### src/rtl/dds_pkg.sv
// dds_pkg: shared types, constants and mix-to-DAC conversion for the voice scheduler
package dds_pkg;
  localparam int DW_DEF = 16;
  localparam logic [DW_DEF-1:0] MIDSCALE = {1'b1, {DW_DEF-1{1'b0}}};
  localparam logic signed [39:0] SMAX = (40'sd1 <<< (DW_DEF - 1)) - 40'sd1;
  localparam logic signed [39:0] SMIN = -(40'sd1 <<< (DW_DEF - 1));
  typedef enum logic [2:0] {
    S_IDLE  = 3'd0,
    S_SCAN  = 3'd1,
    S_ISSUE = 3'd2,
    S_WAIT  = 3'd3,
    S_OUT   = 3'd4
  } sched_state_t;
  function automatic logic [DW_DEF-1:0] sat_to_ob(input logic signed [39:0] acc, input int shift);
    logic signed [39:0] s;
    logic [DW_DEF-1:0] c;
    s = acc >>> shift;
    c = s > SMAX ? SMAX[DW_DEF-1:0] : s < SMIN ? SMIN[DW_DEF-1:0] : s[DW_DEF-1:0];
    return {~c[DW_DEF-1], c[DW_DEF-2:0]};
  endfunction
endpackage

### src/rtl/dds_voice_sched_if.sv
// dds_voice_sched_if: oscillator-core request/done and DAC valid/ready signals
interface dds_voice_sched_if #(
  parameter int NV = 4,
  parameter int DW = dds_pkg::DW_DEF
);
  localparam int VW = NV > 1 ? $clog2(NV) : 1;
  logic          dp_start;
  logic [VW-1:0] dp_voice;
  logic          dp_done;
  logic [DW-1:0] dp_sample;
  logic [DW-1:0] dac_data;
  logic          dac_valid;
  logic          dac_ready;
  modport master (
    output dp_start, dp_voice, dac_data, dac_valid,
    input  dp_done, dp_sample, dac_ready
  );
  modport slave (
    input  dp_start, dp_voice, dac_data, dac_valid,
    output dp_done, dp_sample, dac_ready
  );
endinterface

### src/rtl/dds_tick_div.sv
// dds_tick_div: sample-rate divider emitting a one-cycle tick every max(rate_div,1) clocks
module dds_tick_div (
  input  logic        clk,
  input  logic        rst,
  input  logic [15:0] rate_div_i,
  output logic        tick_o
);
  logic [15:0] cnt_q, cnt_d, term_q, term_d, term_new;
  assign term_new = rate_div_i == 16'd0 ? 16'd0 : rate_div_i - 16'd1;
  assign tick_o   = cnt_q == term_q;
  assign cnt_d    = tick_o ? 16'd0 : cnt_q + 16'd1;
  // the terminal value is only re-sampled at wrap so a new rate never truncates a period
  assign term_d   = tick_o ? term_new : term_q;
  always_ff @(posedge clk) begin
    if (rst) begin
      cnt_q  <= 16'd0;
      term_q <= term_new;
    end else begin
      cnt_q  <= cnt_d;
      term_q <= term_d;
    end
  end
endmodule

### src/rtl/dds_voice_sched.sv
// dds_voice_sched: per-tick voice scan, mix accumulation and DAC word handoff
module dds_voice_sched
  import dds_pkg::*;
#(
  parameter int NV        = 4,
  parameter int DW        = DW_DEF,
  parameter int MIX_SHIFT = 2,
  parameter int TMO       = 63
) (
  input  logic          clk,
  input  logic          rst,
  input  logic [NV-1:0] voice_en_i,
  input  logic [15:0]   rate_div_i,
  input  logic          clr_err_i,
  dds_voice_sched_if.master bus,
  output logic          busy_o,
  output logic          ovr_err_o,
  output logic          tmo_err_o
);
  localparam int VW = NV > 1 ? $clog2(NV) : 1;
  localparam int TW = TMO > 0 ? $clog2(TMO + 1) : 1;
  localparam int AW = DW + VW;
  sched_state_t state_q, state_d;
  logic [NV-1:0] en_q, en_d;
  logic [VW-1:0] vidx_q, vidx_d;
  logic signed [AW-1:0] acc_q, acc_d;
  logic [TW-1:0] tmo_q, tmo_d;
  logic [DW-1:0] dac_data_q, dac_data_d;
  logic dac_valid_q, dac_valid_d, ovr_q, ovr_d, terr_q, terr_d, tmo_hit, tick, last;
  dds_tick_div u_div (.clk(clk), .rst(rst), .rate_div_i(rate_div_i), .tick_o(tick));
  assign last = vidx_q == VW'(NV - 1);
  always_comb begin
    state_d     = state_q;
    en_d        = en_q;
    vidx_d      = vidx_q;
    acc_d       = acc_q;
    tmo_d       = tmo_q;
    dac_data_d  = dac_data_q;
    dac_valid_d = dac_valid_q;
    tmo_hit     = 1'b0;
    case (state_q)
      S_IDLE: if (tick) begin
        state_d = S_SCAN;
        en_d    = voice_en_i;
        acc_d   = '0;
        vidx_d  = '0;
      end
      S_SCAN: begin
        state_d = en_q[vidx_q] ? S_ISSUE : last ? S_OUT : S_SCAN;
        vidx_d  = en_q[vidx_q] || last ? vidx_q : vidx_q + VW'(1);
      end
      S_ISSUE: begin
        tmo_d   = TW'(TMO);
        state_d = S_WAIT;
      end
      // a done arriving with the expiring count still counts as a completed voice
      S_WAIT: if (bus.dp_done || tmo_q == '0) begin
        acc_d   = bus.dp_done ? acc_q + {{VW{bus.dp_sample[DW-1]}}, bus.dp_sample} : acc_q;
        tmo_hit = !bus.dp_done;
        state_d = last ? S_OUT : S_SCAN;
        vidx_d  = last ? vidx_q : vidx_q + VW'(1);
      end else tmo_d = tmo_q - TW'(1);
      S_OUT: if (bus.dac_ready) begin
        state_d     = S_IDLE;
        dac_valid_d = 1'b0;
      end
      default: state_d = S_IDLE;
    endcase
    if (state_q != S_OUT && state_d == S_OUT) begin
      dac_valid_d = 1'b1;
      dac_data_d  = sat_to_ob(40'(acc_d), MIX_SHIFT);
    end
    ovr_d  = (tick && state_q != S_IDLE) || (ovr_q && !clr_err_i);
    terr_d = tmo_hit || (terr_q && !clr_err_i);
  end
  always_ff @(posedge clk) begin
    if (rst) begin
      state_q     <= S_IDLE;
      en_q        <= '0;
      vidx_q      <= '0;
      acc_q       <= '0;
      tmo_q       <= '0;
      dac_data_q  <= {1'b1, {DW-1{1'b0}}};
      dac_valid_q <= 1'b0;
      ovr_q       <= 1'b0;
      terr_q      <= 1'b0;
    end else begin
      state_q     <= state_d;
      en_q        <= en_d;
      vidx_q      <= vidx_d;
      acc_q       <= acc_d;
      tmo_q       <= tmo_d;
      dac_data_q  <= dac_data_d;
      dac_valid_q <= dac_valid_d;
      ovr_q       <= ovr_d;
      terr_q      <= terr_d;
    end
  end
  assign bus.dp_start  = state_q == S_ISSUE;
  assign bus.dp_voice  = vidx_q;
  assign bus.dac_data  = dac_data_q;
  assign bus.dac_valid = dac_valid_q;
  assign busy_o        = state_q != S_IDLE;
  assign ovr_err_o     = ovr_q;
  assign tmo_err_o     = terr_q;
endmodule

### src/flat_wrapper.sv
// flat-port wrapper written by rule: the top's interface ports become plain ports
module dds_voice_sched_flat import dds_pkg::*;
#(
  parameter int NV        = 4,
  parameter int DW        = DW_DEF,
  parameter int MIX_SHIFT = 2,
  parameter int TMO       = 63
)
  (clk, rst, voice_en_i, rate_div_i, clr_err_i, busy_o, ovr_err_o, tmo_err_o, bus_dp_start, bus_dp_voice, bus_dac_data, bus_dac_valid, bus_dp_done, bus_dp_sample, bus_dac_ready);
  dds_voice_sched_if #(.NV(NV), .DW(DW)) bus_i ();
  input  logic clk;
  input  logic rst;
  input  logic [NV-1:0] voice_en_i;
  input  logic [15:0] rate_div_i;
  input  logic clr_err_i;
  output logic busy_o;
  output logic ovr_err_o;
  output logic tmo_err_o;
  output wire logic [$bits(bus_i.dp_start)-1:0] bus_dp_start;
  output wire logic [$bits(bus_i.dp_voice)-1:0] bus_dp_voice;
  output wire logic [$bits(bus_i.dac_data)-1:0] bus_dac_data;
  output wire logic [$bits(bus_i.dac_valid)-1:0] bus_dac_valid;
  input wire logic [$bits(bus_i.dp_done)-1:0] bus_dp_done;
  input wire logic [$bits(bus_i.dp_sample)-1:0] bus_dp_sample;
  input wire logic [$bits(bus_i.dac_ready)-1:0] bus_dac_ready;
  assign bus_dp_start = bus_i.dp_start;
  assign bus_dp_voice = bus_i.dp_voice;
  assign bus_dac_data = bus_i.dac_data;
  assign bus_dac_valid = bus_i.dac_valid;
  assign bus_i.dp_done = bus_dp_done;
  assign bus_i.dp_sample = bus_dp_sample;
  assign bus_i.dac_ready = bus_dac_ready;
  dds_voice_sched #(.NV(NV), .DW(DW), .MIX_SHIFT(MIX_SHIFT), .TMO(TMO)) u_core (.clk(clk), .rst(rst), .voice_en_i(voice_en_i), .rate_div_i(rate_div_i), .clr_err_i(clr_err_i), .bus(bus_i), .busy_o(busy_o), .ovr_err_o(ovr_err_o), .tmo_err_o(tmo_err_o));
endmodule
### config.mk
export PLATFORM = sky130hd
export DESIGN_NAME = dds_voice_sched_flat
export DESIGN_NICKNAME = d
export VERILOG_FILES = /design/src/rtl/dds_pkg.sv /design/src/rtl/dds_voice_sched_if.sv /design/src/rtl/dds_tick_div.sv /design/src/rtl/dds_voice_sched.sv /design/src/flat_wrapper.sv
export SDC_FILE = /design/constraint.sdc
export NUM_CORES = 1
export LEC_CHECK = 0
export CORE_UTILIZATION = 39
export CTS_BUF_LIST = sky130_fd_sc_hd__clkbuf_4 sky130_fd_sc_hd__clkbuf_8
export CTS_CLUSTER_DIAMETER = 100
export DETAILED_ROUTE_END_ITERATION = 16
export PLACE_DENSITY = 0.65
export SLEW_MARGIN = 20
export SYNTH_ARGS = -nofsm -noshare
export SYNTH_HDL_FRONTEND = slang
export SYNTH_SLANG_ARGS = --single-unit
### constraint.sdc
create_clock -name clk -period 2.02 [get_ports clk]
set_input_delay 0.303 -clock clk [delete_from_list [all_inputs] [get_ports clk]]
set_output_delay 0.303 -clock clk [all_outputs]
set_load 0.02 [all_outputs]
==> out/results.tsv <==
stage	metric	value	unit
floorplanning	boundaryPins	64	
power_and_ir_drop	p_leak	0.002914	uW
worst_setup_path	cp_max_fo	5	
worst_setup_path	worst_r2r_endpoint	u_core.bus.dac_data[15]$_SDFFE_PP1P_	
logic_synthesis	postSynthAreaPerCell	8.705	um2
global_route	grt_util_all_layers	0.2103	
worst_setup_path	critical_path.startpoint_type	flip-flop	
cells_and_area	layout.area.seq	1861	um2
cts	cts_buffer_depth	2	
routing	via_count	4695	
routing	route.detailed.wl_per_inst	14.83	um
placed_design	placed_inst_area	6502	um2
logic_synthesis	synth_top_cell_area_share	0.2803	
cells_and_area	area_growth_syn_to_layout	50.05	%
routing	postRouteAntennaNets	0	
run	max_cap_viols	0	
logic_synthesis	mappedNetlistNets	622	
sta	worst_hold_slack	0.4875	ns
sta	setup_violations	17	
logic_synthesis	synth.largest_area_cell	sky130_fd_sc_hd__dfxtp_1	
outcome	run_status	finished, violations left	
global_route	gr-usage-met1	0.2450	
sta	final_max_slew_viol_count	0	
power_and_ir_drop	ir_drop	0.2428	mV
sta	final.min_clock_period	2.171	ns
floorplanning	placeableCoreArea	12060	um2
placed_design	place.gp.congestion	0.9126	
sta	setup_clock_skew_after_layout	0.01302	ns
global_route	grt_pass1_wl	21.29	mm
sta	setup_slack	-0.1511	ns
cts	tritoncts	yes	
logic_synthesis	synth-seq-area-share	0.3792	
global_route	grt.busiest_layer	met2	
global_route	grt.met2_usage	0.3695	
worst_setup_path	arrival	2.43	ns
global_route	maximum_number_of_pins_on_one_net_before_global_route_repair	33	
cells_and_area	multiInputGateArea	3314	um2
logic_synthesis	yosysWarnings	0	
worst_setup_path	worst_setup_path_startpoint	u_core.acc_q[1]$_SDFFE_PP0P_	
worst_setup_path	critical_path.slowest_cell	sky130_fd_sc_hd__a221oi_4	
logic_synthesis	synth_seq_cells	84	
placed_design	detailedPlacementHpwl	9.864	mm
cells_and_area	antenna_cells_inserted	0	
logic_synthesis	netlist_area	4857	um2
worst_setup_path	regToRegSetupSlack	-0.15	ns
sta	post-route-period-util	1.075	
min_path	hold-path-endpoint	u_core.acc_q[0]$_SDFFE_PP0P_	
routing	drt_drc_violations_left	0	
worst_setup_path	worstReg2RegStart	u_core.acc_q[1]$_SDFFE_PP0P_	
floorplanning	dieWidth	113.6	um
logic_synthesis	synth.lib_cells_used.distinct	61	
cts	clock_sink_count	84	
logic_synthesis	synth_cells	558	
floorplanning	initial_core_utilization	0.4027	
logic_synthesis	synthArstFlopShare	0	
logic_synthesis	synth_top_cells_by_count	sky130_fd_sc_hd__nor2_1, sky130_fd_sc_hd__dfxtp_1, sky130_fd_sc_hd__a21oi_1, sky130_fd_sc_hd__xnor2_1	
global_route	grt_pass1_vias	4614	
cts	clk-insertion-delay-late	0.37	ns
placed_design	buffer_ports.inserted	63	
cts	cts_buffers	9	
min_path	worst_hold_path_type	primary input to flip-flop	
min_path	hold_depth	4	
routing	detailedRoute.firstPassIterationCount	6	
logic_synthesis	synth.most_common_cell	sky130_fd_sc_hd__nor2_1	
routing	drt-total-wl	13.38	mm
cts	htree_num_levels	3	
cells_and_area	fillCellCount	1009	
logic_synthesis	synthFlopType	sky130_fd_sc_hd__dfxtp_1	
global_route	antenna_found_initial	0	
routing	initialDrtViolationCount	171	
sta	max-slew-margin-rel	0.7275	
cells_and_area	final_net_count	793	
outcome	failed_checks	negative setup slack	
min_path	min_from	bus_dp_sample[0]	
floorplanning	num_rows	40	
cells_and_area	finished_cell_area	7288	um2
worst_setup_path	worst_setup_path_end_kind	flip-flop	
global_route	grt_overflow	0	
sta	rsz_0062_raised_after_global_routing	yes	
worst_setup_path	reg2reg_depth	7	
logic_synthesis	synth_area_leaders	sky130_fd_sc_hd__dfxtp_1, sky130_fd_sc_hd__edfxtp_1, sky130_fd_sc_hd__xnor2_1	
floorplanning	die-height	113.6	um
floorplanning	floorplan.die_area	12910	um2
cts	clock_tree.root_cell	sky130_fd_sc_hd__clkbuf_8	
cts	cts-hold-fix-buffers	0	
worst_setup_path	cp_cell_sequence	ha_4 -> a21o_1 -> a221oi_4 -> a2bb2oi_4 -> mux2i_2 -> a2111oi_4 -> a211o_1	
routing	detail_route.vias_per_cell	5.205	
worst_setup_path	ws_path_type	flip-flop to flip-flop	
sta	hold_viol	0	
worst_setup_path	worstPathRequired	2.28	ns
global_route	groute.layer.met3.usage	0.04145	
power_and_ir_drop	power-per-cell-area	470.1	nW/um2
sta	tightestPinTransition	0.4056	ns
cts	clkTransAtPathRegs	0.09	ns
worst_setup_path	maximum_single_stage_delay_on_the_critical_path	0.39	ns
sta	fmaxAchievable	460.6	MHz
logic_synthesis	synth-edff-count	16	
cells_and_area	post_route_cells_drive_above_1_share	0.3147	
==> cells by family after synthesis <==
kind of cell / share of synthesized area
buf+inv: 0.03477
xor+xnor: 0.09196
compound gates: 0.1788
simple gates: 0.2177
mux: 0.03684
flops: 0.3792
fa+ha+maj: 0.06079
==> how the worst max path moves through the flow <==
| stage | slack (ns) | end |
|---|---|---|
| after floorplan | -0.05 | u_core.bus.dac_data[15]$_SDFFE_PP1P_ |
| after global placement | -0.61 | u_core.bus.dac_data[12]$_SDFFE_PP0P_ |
| after detailed placement | -0.67 | u_core.bus.dac_data[12]$_SDFFE_PP0P_ |
| after CTS | -0.16 | u_core.bus.dac_data[15]$_SDFFE_PP1P_ |
| after global routing | -0.23 | u_core.bus.dac_data[9]$_SDFFE_PP0P_ |
| final | -0.15 | u_core.bus.dac_data[15]$_SDFFE_PP1P_ |
==> placed cells by master (no fill, tap or decap), types with 4 or more instances in the layout <==
master                              n
sky130_fd_sc_hd__a211oi_2           4
sky130_fd_sc_hd__dfxtp_2           12
sky130_fd_sc_hd__or3_1              5
sky130_fd_sc_hd__dfxtp_1           55
sky130_fd_sc_hd__xnor2_1           31
sky130_fd_sc_hd__mux2_2             4
sky130_fd_sc_hd__nor2b_1            6
sky130_fd_sc_hd__xnor2_2            7
sky130_fd_sc_hd__xor2_1            13
sky130_fd_sc_hd__nand4_1           11
sky130_fd_sc_hd__mux2i_1            9
sky130_fd_sc_hd__and3_1            10
sky130_fd_sc_hd__a21oi_1           35
sky130_fd_sc_hd__nand3_1           10
sky130_fd_sc_hd__a21oi_2           11
sky130_fd_sc_hd__and2_1             4
sky130_fd_sc_hd__ha_4              10
sky130_fd_sc_hd__clkbuf_8          10
sky130_fd_sc_hd__dlygate4sd2_1      8
sky130_fd_sc_hd__buf_4            114
sky130_fd_sc_hd__ha_1              12
sky130_fd_sc_hd__nand2_1           31
sky130_fd_sc_hd__inv_1             17
sky130_fd_sc_hd__edfxtp_1          16
sky130_fd_sc_hd__nor3_1            16
sky130_fd_sc_hd__a31oi_1            7
sky130_fd_sc_hd__clkdlybuf4s50_1   52
sky130_fd_sc_hd__o21ai_0           26
sky130_fd_sc_hd__nor2_1            78
sky130_fd_sc_hd__a21o_1             6
==> state kept, by name, summed over array words and instances (netlist names) <==
register              count
u_core.u_div.term_q      16
u_core.u_div.cnt_q       16
u_core.tmo_q              6
u_core.ovr_err_o          1
u_core.bus.dp_voice       2
u_core.acc_q             18
u_core.en_q               4
u_core.tmo_err_o          1
u_core.state_q            3
u_core.bus.dac_valid      1
u_core.bus.dac_data      16
==> what timing repair did <==
| action | 4_1_cts | 5_1_grt |
|---|---|---|
| gates resized for setup | 63 | 43 |
| gates cloned | 0 | 3 |
| pin swaps | 37 | 28 |
| setup buffers | 3 | 6 |
| endpoints found under the setup margin | 36 | 60 |
==> routing by layer <==
metal / routed length, um / vias up
li1: - / 2342
met1: 5644 / 2205
met2: 6689 / 115
met3: 655 / 33
met4: 385 / 0
met5: 0 / -
==> layout make-up <==
class                      instances  share of cell area
clock buffer                      12             0.02094
sequential                        84              0.2553
clock inverter                     4            0.006867
multi-input combinational        431              0.4548
tap                              168             0.02884
timing repair buffer             185              0.2240
inverter                          18            0.009270
==> through the flow <==
| step | instances | TNS [ns] | setup WS [ns] | util | power (uW) |
|---|---|---|---|---|---|
| final | 902 | -1.157 | -0.1511 | 0.6043 | 3426 |
| after global placement | 874 | -17.33 | -0.6120 | 0.5391 | 2160 |
| after CTS | 893 | -0.7345 | -0.1585 | 0.5783 | 3436 |
| after global routing | 902 | -3.304 | -0.2279 | 0.6043 | 3558 |
| after detailed placement | 874 | -18.80 | -0.6652 | 0.5391 | 2171 |
| after floorplan | 558 | -0.08548 | -0.04531 | - | 1962 |
==> power by group <==
group / internal (uW) / switching, uW / total [uW]
clock network: 632 / 617 / 1250
logic: 230 / 187 / 417
registers: 1740 / 19.9 / 1760
total: 2600 / 823 / 3430
==> critical path: cells and delay by family, from the launching register on <==
kind | cells | cell delay, ns
AO/OA/AOI/OAI | 5 | 1.18
adder cells (fa/ha/maj) | 1 | 0.23
flip-flops | 1 | 0.35
multiplexers | 1 | 0.30
Power figures use the tool's default switching activity.
